## config.mk

```make
export PLATFORM = sky130hd
export DESIGN_NAME = usb_protocol_ctrl_flat
export DESIGN_NICKNAME = d
export VERILOG_FILES = /design/src/rtl/usb_protocol_ctrl_pkg.sv /design/src/rtl/usb_protocol_ctrl_if.sv /design/src/rtl/usb_protocol_ctrl_timer.sv /design/src/rtl/usb_protocol_ctrl.sv /design/src/flat_wrapper.sv
export SDC_FILE = /design/constraint.sdc
export NUM_CORES = 1
export LEC_CHECK = 0
export CAP_MARGIN = 0
export CORE_AREA = 2 2 48 50
export CTS_BUF_LIST = sky130_fd_sc_hd__clkbuf_2
export CTS_CLUSTER_SIZE = 24
export DETAILED_ROUTE_END_ITERATION = 16
export DIE_AREA = 0 0 50 52
export PLACE_DENSITY = 0.84
export REMOVE_ABC_BUFFERS = 1
export SYNTH_ARGS = -nofsm -noshare
export SYNTH_HDL_FRONTEND = slang
export SYNTH_HIERARCHICAL = 1
export SYNTH_SLANG_ARGS = --single-unit
```

## constraint.sdc

```tcl
create_clock -name clk -period 4.76 [get_ports clk]
set_clock_uncertainty 0.15 [all_clocks]
set_input_delay 1.428 -clock clk [delete_from_list [all_inputs] [get_ports clk]]
set_output_delay 1.428 -clock clk [all_outputs]
set_load 0.005 [all_outputs]
```

## src/rtl/usb_protocol_ctrl_pkg.sv

```systemverilog
// Shared definitions for the USB protocol controller: token/handshake PIDs,
// the transmit request codes and the controller state encoding.
package usb_pkg;

  // PIDs as presented on rx_packet (4-bit PID field).
  localparam logic [3:0] PID_OUT   = 4'b0001;
  localparam logic [3:0] PID_IN    = 4'b1001;
  localparam logic [3:0] PID_DATA0 = 4'b0011;
  localparam logic [3:0] PID_DATA1 = 4'b1011;
  localparam logic [3:0] PID_ACK   = 4'b0010;
  localparam logic [3:0] PID_NAK   = 4'b1010;

  // Largest legal payload held by the data buffer, in bytes.
  localparam logic [6:0] BUF_MAX_BYTES = 7'd64;

  // Requests handed to the transmitter on tx_packet.
  typedef enum logic [3:0] {
    TX_NONE  = 4'd0,
    TX_DATA0 = 4'd1,
    TX_DATA1 = 4'd2,
    TX_ACK   = 4'd3,
    TX_NAK   = 4'd4
  } tx_code_e;

  typedef enum logic [3:0] {
    IDLE,
    WAIT_DATA,
    SEND_ACK,
    SEND_NAK,
    SEND_DATA,
    WAIT_TX_START,
    WAIT_TX_END,
    WAIT_HS,
    ERROR
  } ctrl_state_e;

  // DATA0 and DATA1 differ only in bit 3, which carries the toggle value.
  function automatic logic is_data_pid(input logic [3:0] pid);
    return (pid == PID_DATA0) || (pid == PID_DATA1);
  endfunction

  // True when the transmitter was asked for a data packet (a handshake follows).
  function automatic logic is_data_code(input tx_code_e code);
    return (code == TX_DATA0) || (code == TX_DATA1);
  endfunction

endpackage

```

## src/rtl/usb_protocol_ctrl_if.sv

```systemverilog
// Bus bundle between the protocol controller and its surroundings
// (receiver, transmitter, data buffer, host register block).
// slave  : the controller side.
// master : the environment side that feeds the controller.
interface usb_protocol_ctrl_if;

  logic [3:0] rx_packet;
  logic       rx_data_ready;
  logic       rx_error;
  logic       tx_transfer_active;
  logic       tx_error;
  logic [6:0] buffer_occupancy;
  logic       tx_data_avail;
  logic       host_clear;

  logic [3:0] tx_packet;
  logic       tx_start;
  logic       clear_buffer;
  logic       d_mode;
  logic       rx_data_avail;
  logic       tx_done;
  logic       error_flag;

  modport slave (
    input  rx_packet, rx_data_ready, rx_error, tx_transfer_active, tx_error,
           buffer_occupancy, tx_data_avail, host_clear,
    output tx_packet, tx_start, clear_buffer, d_mode, rx_data_avail, tx_done,
           error_flag
  );

  modport master (
    output rx_packet, rx_data_ready, rx_error, tx_transfer_active, tx_error,
           buffer_occupancy, tx_data_avail, host_clear,
    input  tx_packet, tx_start, clear_buffer, d_mode, rx_data_avail, tx_done,
           error_flag
  );

endinterface

```

## src/rtl/usb_protocol_ctrl_timer.sv

```systemverilog
// Wait-state timeout counter. Held at zero while clear_i is high, counts
// while enable_i is high and flags expiry on the TIMEOUT_CYCLES-th cycle
// of an uninterrupted wait. Only built when USB_CTRL_TIMEOUT_EN is defined.
module usb_ctrl_timer #(
  parameter int TIMEOUT_CYCLES = 255
) (
  input  logic clk,
  input  logic n_rst,
  input  logic clear_i,
  input  logic enable_i,
  output logic expired_o
);

  // Count is 0 on the first waiting cycle, so the last cycle is N-1.
  localparam logic [7:0] LAST_COUNT = 8'(TIMEOUT_CYCLES - 1);

  logic [7:0] count_q;

  // Cycle counter: cleared outside the wait states, saturates at the limit.
  always_ff @(posedge clk or negedge n_rst) begin
    if (!n_rst) begin
      count_q <= 8'd0;
    end else if (clear_i) begin
      count_q <= 8'd0;
    end else if (enable_i && (count_q != LAST_COUNT)) begin
      count_q <= count_q + 8'd1;
    end
  end

  assign expired_o = enable_i && !clear_i && (count_q == LAST_COUNT);

endmodule

```

## src/rtl/usb_protocol_ctrl.sv

```systemverilog
// USB device-side protocol controller: sequences OUT/DATA/ACK and
// IN/DATA/handshake transactions, tracks the DATA0/DATA1 toggles and
// reports sticky status to the host.
// Optional feature macro: USB_CTRL_TIMEOUT_EN adds a timeout on
// WAIT_DATA / WAIT_HS; without it those states wait indefinitely.
module usb_protocol_ctrl
  import usb_pkg::*;
#(
  parameter int TIMEOUT_CYCLES = 255
) (
  input  logic              clk,
  input  logic              n_rst,
  usb_protocol_ctrl_if.slave bus
);

  ctrl_state_e state_q;
  tx_code_e    tx_packet_q;
  logic        tx_start_q;
  logic        clear_buffer_q;
  logic        d_mode_q;
  logic        rx_data_avail_q;
  logic        tx_done_q;
  logic        error_flag_q;
  logic        rx_toggle_q;
  logic        tx_toggle_q;

  logic        timer_expired;
  logic        active_state;
  logic        wait_data_fault;
  logic        goto_error;

`ifdef USB_CTRL_TIMEOUT_EN
  logic timer_run;

  // The two wait states are never adjacent, so clearing whenever we are
  // outside them guarantees a fresh count on every entry.
  assign timer_run = (state_q == WAIT_DATA) || (state_q == WAIT_HS);

  usb_ctrl_timer #(
    .TIMEOUT_CYCLES(TIMEOUT_CYCLES)
  ) u_timer (
    .clk      (clk),
    .n_rst    (n_rst),
    .clear_i  (!timer_run),
    .enable_i (timer_run),
    .expired_o(timer_expired)
  );
`else
  assign timer_expired = 1'b0;
`endif

  // Line errors abort any transaction in progress; IDLE ignores them and
  // ERROR is always exactly one cycle long.
  assign active_state = (state_q != IDLE) && (state_q != ERROR);

  assign wait_data_fault = (state_q == WAIT_DATA) &&
                           ((bus.buffer_occupancy > BUF_MAX_BYTES) ||
                            timer_expired ||
                            (bus.rx_data_ready && !is_data_pid(bus.rx_packet)));

  assign goto_error = (active_state && (bus.rx_error || bus.tx_error)) ||
                      wait_data_fault;

  // Transaction FSM with all outputs registered alongside the state.
  always_ff @(posedge clk or negedge n_rst) begin
    if (!n_rst) begin
      state_q         <= IDLE;
      tx_packet_q     <= TX_NONE;
      tx_start_q      <= 1'b0;
      clear_buffer_q  <= 1'b0;
      d_mode_q        <= 1'b0;
      rx_data_avail_q <= 1'b0;
      tx_done_q       <= 1'b0;
      error_flag_q    <= 1'b0;
      rx_toggle_q     <= 1'b0;
      tx_toggle_q     <= 1'b0;
    end else begin
      tx_start_q     <= 1'b0;
      clear_buffer_q <= 1'b0;
      tx_done_q      <= 1'b0;

      // Host clear comes first so that a set further down wins.
      if (bus.host_clear) begin
        rx_data_avail_q <= 1'b0;
        error_flag_q    <= 1'b0;
      end

      if (goto_error) begin
        state_q        <= ERROR;
        clear_buffer_q <= 1'b1;
        error_flag_q   <= 1'b1;
        d_mode_q       <= 1'b0;
        tx_packet_q    <= TX_NONE;
      end else begin
        unique case (state_q)
          IDLE: begin
            tx_packet_q <= TX_NONE;
            d_mode_q    <= 1'b0;
            if (bus.rx_data_ready) begin
              if (bus.rx_packet == PID_OUT) begin
                state_q <= WAIT_DATA;
              end else if (bus.rx_packet == PID_IN) begin
                tx_start_q <= 1'b1;
                d_mode_q   <= 1'b1;
                if (bus.tx_data_avail && (bus.buffer_occupancy != 7'd0)) begin
                  state_q     <= SEND_DATA;
                  tx_packet_q <= tx_toggle_q ? TX_DATA1 : TX_DATA0;
                end else begin
                  state_q     <= SEND_NAK;
                  tx_packet_q <= TX_NAK;
                end
              end
            end
          end

          WAIT_DATA: begin
            // Non-DATA PIDs, overflow and timeout are all handled by goto_error.
            if (bus.rx_data_ready) begin
              state_q     <= SEND_ACK;
              tx_start_q  <= 1'b1;
              tx_packet_q <= TX_ACK;
              d_mode_q    <= 1'b1;
              if (bus.rx_packet[3] == rx_toggle_q) begin
                rx_toggle_q     <= ~rx_toggle_q;
                rx_data_avail_q <= 1'b1;
              end else begin
                // Retransmission of a packet we already accepted: ACK it
                // again but drop the duplicate payload.
                clear_buffer_q <= 1'b1;
              end
            end
          end

          SEND_ACK, SEND_NAK, SEND_DATA: begin
            state_q <= WAIT_TX_START;
          end

          WAIT_TX_START: begin
            if (bus.tx_transfer_active) begin
              state_q <= WAIT_TX_END;
            end
          end

          WAIT_TX_END: begin
            if (!bus.tx_transfer_active) begin
              d_mode_q    <= 1'b0;
              tx_packet_q <= TX_NONE;
              state_q     <= is_data_code(tx_packet_q) ? WAIT_HS : IDLE;
            end
          end

          WAIT_HS: begin
            if (timer_expired) begin
              state_q <= IDLE;
            end else if (bus.rx_data_ready) begin
              state_q <= IDLE;
              if (bus.rx_packet == PID_ACK) begin
                tx_toggle_q <= ~tx_toggle_q;
                tx_done_q   <= 1'b1;
              end
            end
          end

          ERROR: begin
            state_q <= IDLE;
          end

          default: begin
            state_q <= IDLE;
          end
        endcase
      end
    end
  end

  assign bus.tx_packet     = tx_packet_q;
  assign bus.tx_start      = tx_start_q;
  assign bus.clear_buffer  = clear_buffer_q;
  assign bus.d_mode        = d_mode_q;
  assign bus.rx_data_avail = rx_data_avail_q;
  assign bus.tx_done       = tx_done_q;
  assign bus.error_flag    = error_flag_q;

endmodule

```

## src/flat_wrapper.sv

```systemverilog
// flat-port wrapper written by rule: the top's interface ports become plain ports
module usb_protocol_ctrl_flat import usb_pkg::*;
#(
  parameter int TIMEOUT_CYCLES = 255
)
  (clk, n_rst, bus_rx_packet, bus_rx_data_ready, bus_rx_error, bus_tx_transfer_active, bus_tx_error, bus_buffer_occupancy, bus_tx_data_avail, bus_host_clear, bus_tx_packet, bus_tx_start, bus_clear_buffer, bus_d_mode, bus_rx_data_avail, bus_tx_done, bus_error_flag);
  usb_protocol_ctrl_if bus_i ();
  input  logic clk;
  input  logic n_rst;
  input wire logic [$bits(bus_i.rx_packet)-1:0] bus_rx_packet;
  input wire logic [$bits(bus_i.rx_data_ready)-1:0] bus_rx_data_ready;
  input wire logic [$bits(bus_i.rx_error)-1:0] bus_rx_error;
  input wire logic [$bits(bus_i.tx_transfer_active)-1:0] bus_tx_transfer_active;
  input wire logic [$bits(bus_i.tx_error)-1:0] bus_tx_error;
  input wire logic [$bits(bus_i.buffer_occupancy)-1:0] bus_buffer_occupancy;
  input wire logic [$bits(bus_i.tx_data_avail)-1:0] bus_tx_data_avail;
  input wire logic [$bits(bus_i.host_clear)-1:0] bus_host_clear;
  output wire logic [$bits(bus_i.tx_packet)-1:0] bus_tx_packet;
  output wire logic [$bits(bus_i.tx_start)-1:0] bus_tx_start;
  output wire logic [$bits(bus_i.clear_buffer)-1:0] bus_clear_buffer;
  output wire logic [$bits(bus_i.d_mode)-1:0] bus_d_mode;
  output wire logic [$bits(bus_i.rx_data_avail)-1:0] bus_rx_data_avail;
  output wire logic [$bits(bus_i.tx_done)-1:0] bus_tx_done;
  output wire logic [$bits(bus_i.error_flag)-1:0] bus_error_flag;
  assign bus_i.rx_packet = bus_rx_packet;
  assign bus_i.rx_data_ready = bus_rx_data_ready;
  assign bus_i.rx_error = bus_rx_error;
  assign bus_i.tx_transfer_active = bus_tx_transfer_active;
  assign bus_i.tx_error = bus_tx_error;
  assign bus_i.buffer_occupancy = bus_buffer_occupancy;
  assign bus_i.tx_data_avail = bus_tx_data_avail;
  assign bus_i.host_clear = bus_host_clear;
  assign bus_tx_packet = bus_i.tx_packet;
  assign bus_tx_start = bus_i.tx_start;
  assign bus_clear_buffer = bus_i.clear_buffer;
  assign bus_d_mode = bus_i.d_mode;
  assign bus_rx_data_avail = bus_i.rx_data_avail;
  assign bus_tx_done = bus_i.tx_done;
  assign bus_error_flag = bus_i.error_flag;
  usb_protocol_ctrl #(.TIMEOUT_CYCLES(TIMEOUT_CYCLES)) u_core (.clk(clk), .n_rst(n_rst), .bus(bus_i));
endmodule
```

==> flow_summary.toml, run 1 <==
[timing]
finalCritPeriodShare_pct = 70.6
tightest_slew_ps = 971
rsz0062_at_grt = "false"
min_period_ps = 3360
postLayoutSetupSlackWorst_ps = 1400
slew-limit-headroom_pct = 35.1
hold_viol = 0
drv_slew = 0
fmax_mhz = 297
fin_tns_setup_ps = 0
setup_violations = 0

[floorplanning]
initial_core_util_pct = 50.4
ioPinCount = 29
dieArea_mm2 = 0.00260
die_w_um = 50
rows = 17
core_area_mm2 = 0.00211
die_h_um = 52

[global_routing]
grt_pass1_vias = 976
grt_pass1_wl_um = 4600
grt_usage_pct = 23.5
grt_overflow_total = 0
grt_max_degree = 16
grt_antenna_before_repair = 0

[cells_and_area]
syn_to_final_growth_pct = 24.7
final_util_pct = 62.9
finalNetCount = 159
diodes = 0
drive_above_1_share_pct = 11.5
layoutNonFillerInstCount = 167

[synth]
avgSynthCellArea_um2 = 9.40
synth_cell_types = 41
synth-edff-count = 0
synth_most_common_cell = "dfrtp_1"
synthTopCellsByArea = "dfrtp_1, clkbuf_8, a21oi_1, o31ai_1, nand3_1"
async_flop_share_pct = 100
synth_area_mm2 = 0.00106
synth_commonest_cells = "dfrtp_1, a21oi_1, nand2_1, nand3_1"
synth_top_flop_cell = "dfrtp_1"
synth_top_area_share_pct = 35.3
ys_seq_area_share_pct = 35.3
synthCells = 113
yosys.area.top_type = "dfrtp_1"
ys_warn_count = 6
ys_seq_elements = 15

[route]
num_vias = 1019
met3_length_um = 253
drt_drc_violations_left = 0
avgRoutedWirePerCell_um = 15.9
drt-initial-drc-count = 49
wl_met1_um = 1090
viasPerCell = 6.10
postRouteAntennaNets = 0
highest_layer = "met4"
first_pass_iters = 4
wl_met2_um = 1290
finalWirelength_um = 2650

[setup_path]
crit_fanout = 4
path_class = "primary input to flip-flop"
cp.arrival_ps = 3440
startpoint_type = "primary input"
setup.worst_path.end_class = "flip-flop"
cp.required_ps = 4840

[pwr]
p_int_uw = 318
power_frac_seq_pct = 35.0
p_comb_share_pct = 53.8
power_frac_clock_pct = 11.2
power_density_mw_per_mm2 = 429
netSwitchingPower_uw = 250
p_leak_uw = 0.000532
ir_worst_vdd_mv = 0.253
switching_share_pct = 44.0

[clock_network]
clk_latency_ps = 290
cts_setup_buffers = 0
htreeDepth = 1
post_cts_resized = 0
clk_path_buf_depth = 2
cts_tree = "yes"
numCtsBuffers = 3
cts_hold_buf = 0
path_clk_slew_ps = 160
cts_root_buf = "clkbuf_2"
clkSinkCount = 15

[place]
gp_congestion = 0.917
io_buffers = 27
dp_cells = 163
hpwlAfterDp_um = 2030
dpl_worst_slack_ps = 1130

[run_status]
status = "complete, no violations"

[job]
maxCapViolCount = 0

[hold_path]
hp-class = "flip-flop to flip-flop"
[cells by family after synthesis]
logic type,synth area share (%)
compound gates,26.6
xor+xnor,2.47
buf+inv,8.01
flops,35.3
other cells,0.353
simple gates,27.2
[final timing paths]
kind | from | to | slack, ps | cells after the start
setup / recovery | bus_rx_packet[0] | u_core/state_q[1] | 1400 | 6
hold / removal | u_core/bus.error_flag | u_core/bus.error_flag | 360 | 1
setup reg to reg | u_core/state_q[0] | u_core/tx_toggle_q | 2230 | 5
hold reg to reg | u_core/bus.error_flag | u_core/bus.error_flag | 360 | 1
max in group asynchronous | n_rst | u_core/bus.tx_packet[2] | 2670 | 1
min in group asynchronous | n_rst | u_core/bus.tx_start | 1370 | 1
[metal layers]
metal,GRT usage [%],up-vias
li1,-,478
met1,31.6,476
met4,10.2,0
met3,2.59,2
met2,38.2,63
met5,0,-
[flip-flops by register name, indices dropped and copies added (netlist names)]
register                  cells
u_core/rx_toggle_q            1
u_core/bus.d_mode             1
u_core/tx_toggle_q            1
u_core/bus.rx_data_avail      1
u_core/state_q                4
u_core/bus.error_flag         1
u_core/bus.tx_done            1
u_core/bus.tx_packet          3
u_core/bus.tx_start           1
u_core/bus.clear_buffer       1
[power groups by stage]
stage / combinational, uW / sequential, uW / clock, uW
after floorplan: 199 / 194 / 0
after global placement: 297 / 199 / 0
after detailed placement: 301 / 201 / 0
after CTS: 303 / 199 / 67.5
after global routing: 339 / 205 / 70.8
final: 306 / 199 / 63.8
[layout make-up]
class                      count  area, um^2
fill                         189         781
multi-input combinational     87         602
sequential                    15         375
timing repair buffer          27         270
tap                           28        35.0
inverter                       6        22.5
clock buffer                   3        15.0
clock inverter                 1        5.00
[critical path, cell delays in order]
cell and delay (ps):
clkdlybuf4s50_1 560, nor3b_1 540, nor3_1 130, nor4_1 430, o21ai_0 180, a21oi_1 170
[through the flow]
stage	hold slack [ps]	cell area [um^2]	power, uW
final	364	1330	569
after global routing	391	1330	614
after CTS	372	1330	569
after detailed placement	335	1310	502
after global placement	324	1310	496
after floorplan	313	1000	393
[cells in the final DEF (no fill, tap or decap), types with 3 or more instances in the layout]
cell / synthesis / final
nor3_1: 3 / 3
inv_1: 6 / 6
nand3_1: 8 / 8
dfrtp_1: 15 / 15
o21ai_0: 6 / 6
o22ai_1: 4 / 4
o31ai_1: 6 / 6
a21oi_1: 9 / 9
nor2_1: 5 / 5
nand2_1: 8 / 8
clkbuf_2: 0 / 3
xor2_1: 3 / 3
nand3b_1: 3 / 3
clkdlybuf4s50_1: 0 / 27
No activity file was read; power rests on OpenSTA's default activity.
==> inputs of run 2 (changes only) <==
--- a/config.mk
+++ b/config.mk
@@ -6,12 +6,12 @@
 export NUM_CORES = 1
 export LEC_CHECK = 0
 export CAP_MARGIN = 0
-export CORE_AREA = 2 2 48 50
+export CORE_AREA = 2 2 50 52
 export CTS_BUF_LIST = sky130_fd_sc_hd__clkbuf_2
 export CTS_CLUSTER_SIZE = 24
 export DETAILED_ROUTE_END_ITERATION = 16
-export DIE_AREA = 0 0 50 52
-export PLACE_DENSITY = 0.84
+export DIE_AREA = 0 0 52 54
+export PLACE_DENSITY = 0.78
 export REMOVE_ABC_BUFFERS = 1
 export SYNTH_ARGS = -nofsm -noshare
 export SYNTH_HDL_FRONTEND = slang
==> constraint.sdc (replaced) <==
create_clock -name clk -period 3.2 [get_ports clk]
set_clock_uncertainty 0.15 [all_clocks]
set_input_delay 0.96 -clock clk [delete_from_list [all_inputs] [get_ports clk]]
set_output_delay 0.96 -clock clk [all_outputs]
set_load 0.005 [all_outputs]
==> run 2 against run 1 <==
Net effect: sequential share of layout area decreased by 0.98 points; combinational power increased by 57%; final area is 3.6% higher; largest cell class unchanged; highest routed layer unchanged.
==> flow_summary.toml, run 2 (synthesis gave the netlist of run 1 again) <==
[run_status]
status = "complete, no violations"

[setup_path]
setup.worst_path.end_class = "flip-flop"
cp.required_ps = 3240
crit_fanout = 4
reg2reg_depth = 5
startpoint_type = "primary input"
path_class = "primary input to flip-flop"
r2r_slack_ps = 1180
r2r_start = "u_core/state_q[2]"
cp.arrival_ps = 2910
r2r_end = "u_core/tx_toggle_q"

[route]
drt_drc_violations_left = 0
num_vias = 989
first_pass_iters = 4
avgRoutedWirePerCell_um = 14.3
drt-initial-drc-count = 39
finalWirelength_um = 2500
postRouteAntennaNets = 0
viasPerCell = 5.65

[clock_network]
numCtsBuffers = 3
path_clk_slew_ps = 150
clk_path_buf_depth = 2
clkSinkCount = 15
cts_tree = "yes"
clk_latency_ps = 270
htreeDepth = 1
cts_setup_buffers = 0
cts_hold_buf = 0
post_cts_resized = 0
cts_root_buf = "clkbuf_2"

[floorplanning]
initial_core_util_pct = 45.8
ioPinCount = 29
dieArea_mm2 = 0.00281
core_area_mm2 = 0.00232
die_h_um = 54
die_w_um = 52
rows = 18

[place]
place_area_mm2 = 0.00135
hpwlAfterDp_um = 1930
gp_congestion = 0.927
io_buffers = 27

[timing]
tightest_slew_ps = 655
drv_slew = 0
min_period_ps = 2880
rsz0062_at_grt = "false"
fin_hold_ws_ps = 358
fin_tns_setup_ps = 0
fmax_mhz = 348
finalCritPeriodShare_pct = 89.9
hold_viol = 0
setup_violations = 0
slew-limit-headroom_pct = 56.2

[pwr]
power_density_mw_per_mm2 = 628
power_uw = 862
p_leak_uw = 0.000562
ir_worst_vdd_mv = 0.385

[cells_and_area]
drive_above_1_share_pct = 15.2
diodes = 0
largest_reg_flops = 4
final_cell_mix = "clkdlybuf4s50_1, dfrtp_1, a21oi_1"
syn_to_final_growth_pct = 29.2
finalNetCount = 165
regMostFlops = "u_core/state_q"
fill_cells = 198
fin_area_mm2 = 0.00137
final_common_cell = "clkdlybuf4s50_1"

[hold_path]
hold_end = "u_core/bus.error_flag"
holdCritStartpoint = "u_core/bus.error_flag"
hold-path-cell-count = 1
hp-class = "flip-flop to flip-flop"

[global_routing]
grt_usage_pct = 19.5
use_met2_pct = 33.5
grt_pass1_wl_um = 4080
grt_max_degree = 16
met3_usage_pct = 2.22
grt_pass1_vias = 913
grt_util_met1_pct = 25.3
grt_overflow_total = 0
grt_antenna_before_repair = 0
grt-busiest-layer = "met2"

[job]
maxCapViolCount = 0
## run 2: per-stage QoR
| step | std cells | setup WS (ps) | utilization (%) |
|---|---|---|---|
| floorplan | 108 | 560 | - |
| global placement | 171 | 95.3 | 58.3 |
| detailed placement | 171 | 35.8 | 58.3 |
| CTS | 175 | 332 | 59.2 |
| global route | 175 | 248 | 59.2 |
| finish | 175 | 323 | 59.2 |
## run 2: where the power goes
group | switching [uW] | internal, uW
combinational | 244 | 236
clock | 59.4 | 28.3
sequential | 57.0 | 237
total | 361 | 501
## run 2: worst max-delay path by stage
stage / startpoint / to / cells past startpoint / slack (ps)
after CTS: bus_buffer_occupancy[1] / u_core/tx_toggle_q / 6 / 330
after global placement: bus_buffer_occupancy[1] / u_core/bus.d_mode / 6 / 100
after global routing: bus_buffer_occupancy[1] / u_core/bus.d_mode / 6 / 250
after floorplan: bus_buffer_occupancy[1] / u_core/bus.tx_packet[2] / 4 / 560
after detailed placement: bus_buffer_occupancy[1] / u_core/bus.d_mode / 6 / 40
final: bus_buffer_occupancy[1] / u_core/bus.d_mode / 6 / 320
## run 2: worst max-delay path, stage by stage
cell and delay, ps:
clkdlybuf4s50_1 400, or4_4 570, o311ai_4 320, nand2_1 110, or2_1 280, o31ai_1 260
## run 2: cell type report
cell class	instances	area (um^2)	share of cell area, %
multi-input combinational	87	602	43.8
sequential	15	375	27.3
timing repair buffer	33	315	23.0
tap	30	37.5	2.73
inverter	6	22.5	1.64
clock buffer	3	15.0	1.09
clock inverter	1	5.00	0.365
## run 2: metal layers
| layer | up-vias | part of all wire (%) |
|---|---|---|
| li1 | 488 | - |
| met1 | 471 | 44 |
| met2 | 28 | 50 |
| met3 | 2 | 5.1 |
| met4 | 0 | 0.76 |
| met5 | - | 0 |
==> inputs of run 3 (changes only) <==
--- a/config.mk
+++ b/config.mk
@@ -6,12 +6,12 @@
 export NUM_CORES = 1
 export LEC_CHECK = 0
 export CAP_MARGIN = 0
-export CORE_AREA = 2 2 50 52
+export CORE_AREA = 2 2 55 57
 export CTS_BUF_LIST = sky130_fd_sc_hd__clkbuf_2
 export CTS_CLUSTER_SIZE = 24
 export DETAILED_ROUTE_END_ITERATION = 16
-export DIE_AREA = 0 0 52 54
-export PLACE_DENSITY = 0.78
+export DIE_AREA = 0 0 57 59
+export PLACE_DENSITY = 0.66
 export REMOVE_ABC_BUFFERS = 1
 export SYNTH_ARGS = -nofsm -noshare
 export SYNTH_HDL_FRONTEND = slang
==> constraint.sdc (replaced) <==
create_clock -name clk -period 3.24 [get_ports clk]
set_clock_uncertainty 0.15 [all_clocks]
set_input_delay 0.972 -clock clk [delete_from_list [all_inputs] [get_ports clk]]
set_output_delay 0.972 -clock clk [all_outputs]
set_load 0.005 [all_outputs]
==> run 3 against run 2 <==
Net effect: sequential power down 1%; total power decreased by 1.8%; combinational power fell by 3%; global-route usage shrank 2.3 points; core utilization is 8.8 points lower; worst hold slack worse by 1.2 ps; critical path depth fell by 1; count of clock-buffer cells in the layout stayed put; routed wire length increased by 3.1%; final area down 0.46%; critical path type unchanged; critical endpoint is now u_core/bus.tx_packet[2].
==> flow_summary.toml, run 3 (synthesis gave the netlist of run 1 again) <==
[run_status]
status = "complete, no violations"

[pwr]
switching_share_pct = 42.8
power_frac_seq_pct = 34.3
p_int_uw = 485
p_comb_share_pct = 55.0
power_density_mw_per_mm2 = 620
p_leak_uw = 0.000557
ir_worst_vdd_mv = 0.370
power_uw = 847
power_frac_clock_pct = 10.7
netSwitchingPower_uw = 362

[timing]
fin_tns_setup_ps = 0
postLayoutSetupSlackWorst_ps = 386
setup_violations = 0
finalCritPeriodShare_pct = 88.1
min_period_ps = 2850
hold_viol = 0
slew-limit-headroom_pct = 56.2
tightest_slew_ps = 655
fmax_mhz = 350
rsz0062_at_grt = "false"
drv_slew = 0

[clock_network]
post_cts_resized = 0
cts_setup_buffers = 0
clkSinkCount = 15
cts_root_buf = "clkbuf_2"
clk_path_buf_depth = 2
cts_hold_buf = 0
numCtsBuffers = 3
cts_tree = "yes"
path_clk_slew_ps = 150
clk_latency_ps = 290
htreeDepth = 1

[global_routing]
grt_pass1_wl_um = 4500
grt_overflow_total = 0
grt_usage_pct = 17.2
use_met2_pct = 29.2
grt-busiest-layer = "met2"
grt_pass1_vias = 1012
met3_usage_pct = 2.84
grt_util_met1_pct = 22.0
grt_antenna_before_repair = 0
grt_max_degree = 16

[floorplanning]
core_area_mm2 = 0.00271
die_w_um = 57
ioPinCount = 29
rows = 19
die_h_um = 59
initial_core_util_pct = 39.2
dieArea_mm2 = 0.00336

[cells_and_area]
finalNetCount = 164
final_util_pct = 50.4
diodes = 0
syn_to_final_growth_pct = 28.6
largest_reg_flops = 4
drive_above_1_share_pct = 14.6
final_cell_mix = "clkdlybuf4s50_1, dfrtp_1, a21oi_1"
final_common_cell = "clkdlybuf4s50_1"
regMostFlops = "u_core/state_q"
layoutNonFillerInstCount = 175

[setup_path]
startpoint = "bus_buffer_occupancy[1]"
startpoint_type = "primary input"
path_class = "primary input to flip-flop"
cp.arrival_ps = 2930
cp.required_ps = 3310
crit_chain = "clkdlybuf4s50_1, or4_4, o41a_2, or4_1, o21ai_0"
cp_slowest_cell = "or4_4"
r2r_start = "u_core/state_q[0]"
setup.worst_path.end_class = "flip-flop"
crit_fanout = 4
critPathMaxStageDelay_ps = 580

[hold_path]
holdCritStartpoint = "u_core/bus.error_flag"
hp-class = "flip-flop to flip-flop"

[place]
dp_cells = 171
gp_congestion = 0.874
dpl_worst_slack_ps = 85.6
io_buffers = 27
hpwlAfterDp_um = 2060

[route]
first_pass_iters = 4
postRouteAntennaNets = 0
num_vias = 996
avgRoutedWirePerCell_um = 14.7
drt_drc_violations_left = 0
finalWirelength_um = 2570
viasPerCell = 5.69
drt-initial-drc-count = 29

[job]
maxCapViolCount = 0
## run 3: changes by cell type in the layout (fill, tap and decap cells not counted), sizes merged
cell / delta
buf: -1
## run 3: critical path, delay by kind of cell
family / cells / cell delay (ps)
simple gates: 2 / 990
buf+inv: 1 / 400
compound gates: 2 / 570
## run 3: final cells by class
class,count,area [um^2]
inverter,6,22.5
clock buffer,3,15.0
tap,31,38.8
clock inverter,1,5.00
fill,268,1340
timing repair buffer,32,308
sequential,15,375
multi-input combinational,87,602
## run 3: path summary, 6_finish.rpt
check,cells after the start,slack [ps],endpoint
hold reg to reg,1,360,u_core/bus.error_flag
hold / removal,1,360,u_core/bus.error_flag
min in group asynchronous,1,910,u_core/tx_toggle_q
setup / recovery,5,390,u_core/bus.tx_packet[2]
max in group asynchronous,1,1620,u_core/bus.tx_packet[2]
setup reg to reg,5,1180,u_core/bus.d_mode
## run 3: power by group through the flow
stage	Clock [uW]	Combinational, uW	Sequential, uW
detailed placement	0	463	295
floorplan	0	293	285
CTS	95.6	467	291
finish	90.7	466	290
global placement	0	457	294
global route	103	517	301
## run 3: layer usage
metal	share of wire, %	up-vias	wire length, um
met5	0	-	0
met4	0.66	0	17
met3	3.5	2	90
met2	49	22	1270
met1	46	474	1190
li1	-	498	-
## run 3: through the flow
step           area (um^2)  hold slack (ps)
3_3_place_gp          1350              318
3_5_place_dp          1350              327
5_1_grt               1370              383
2_1_floorplan         1000              313
4_1_cts               1370              361
6_report              1370              357
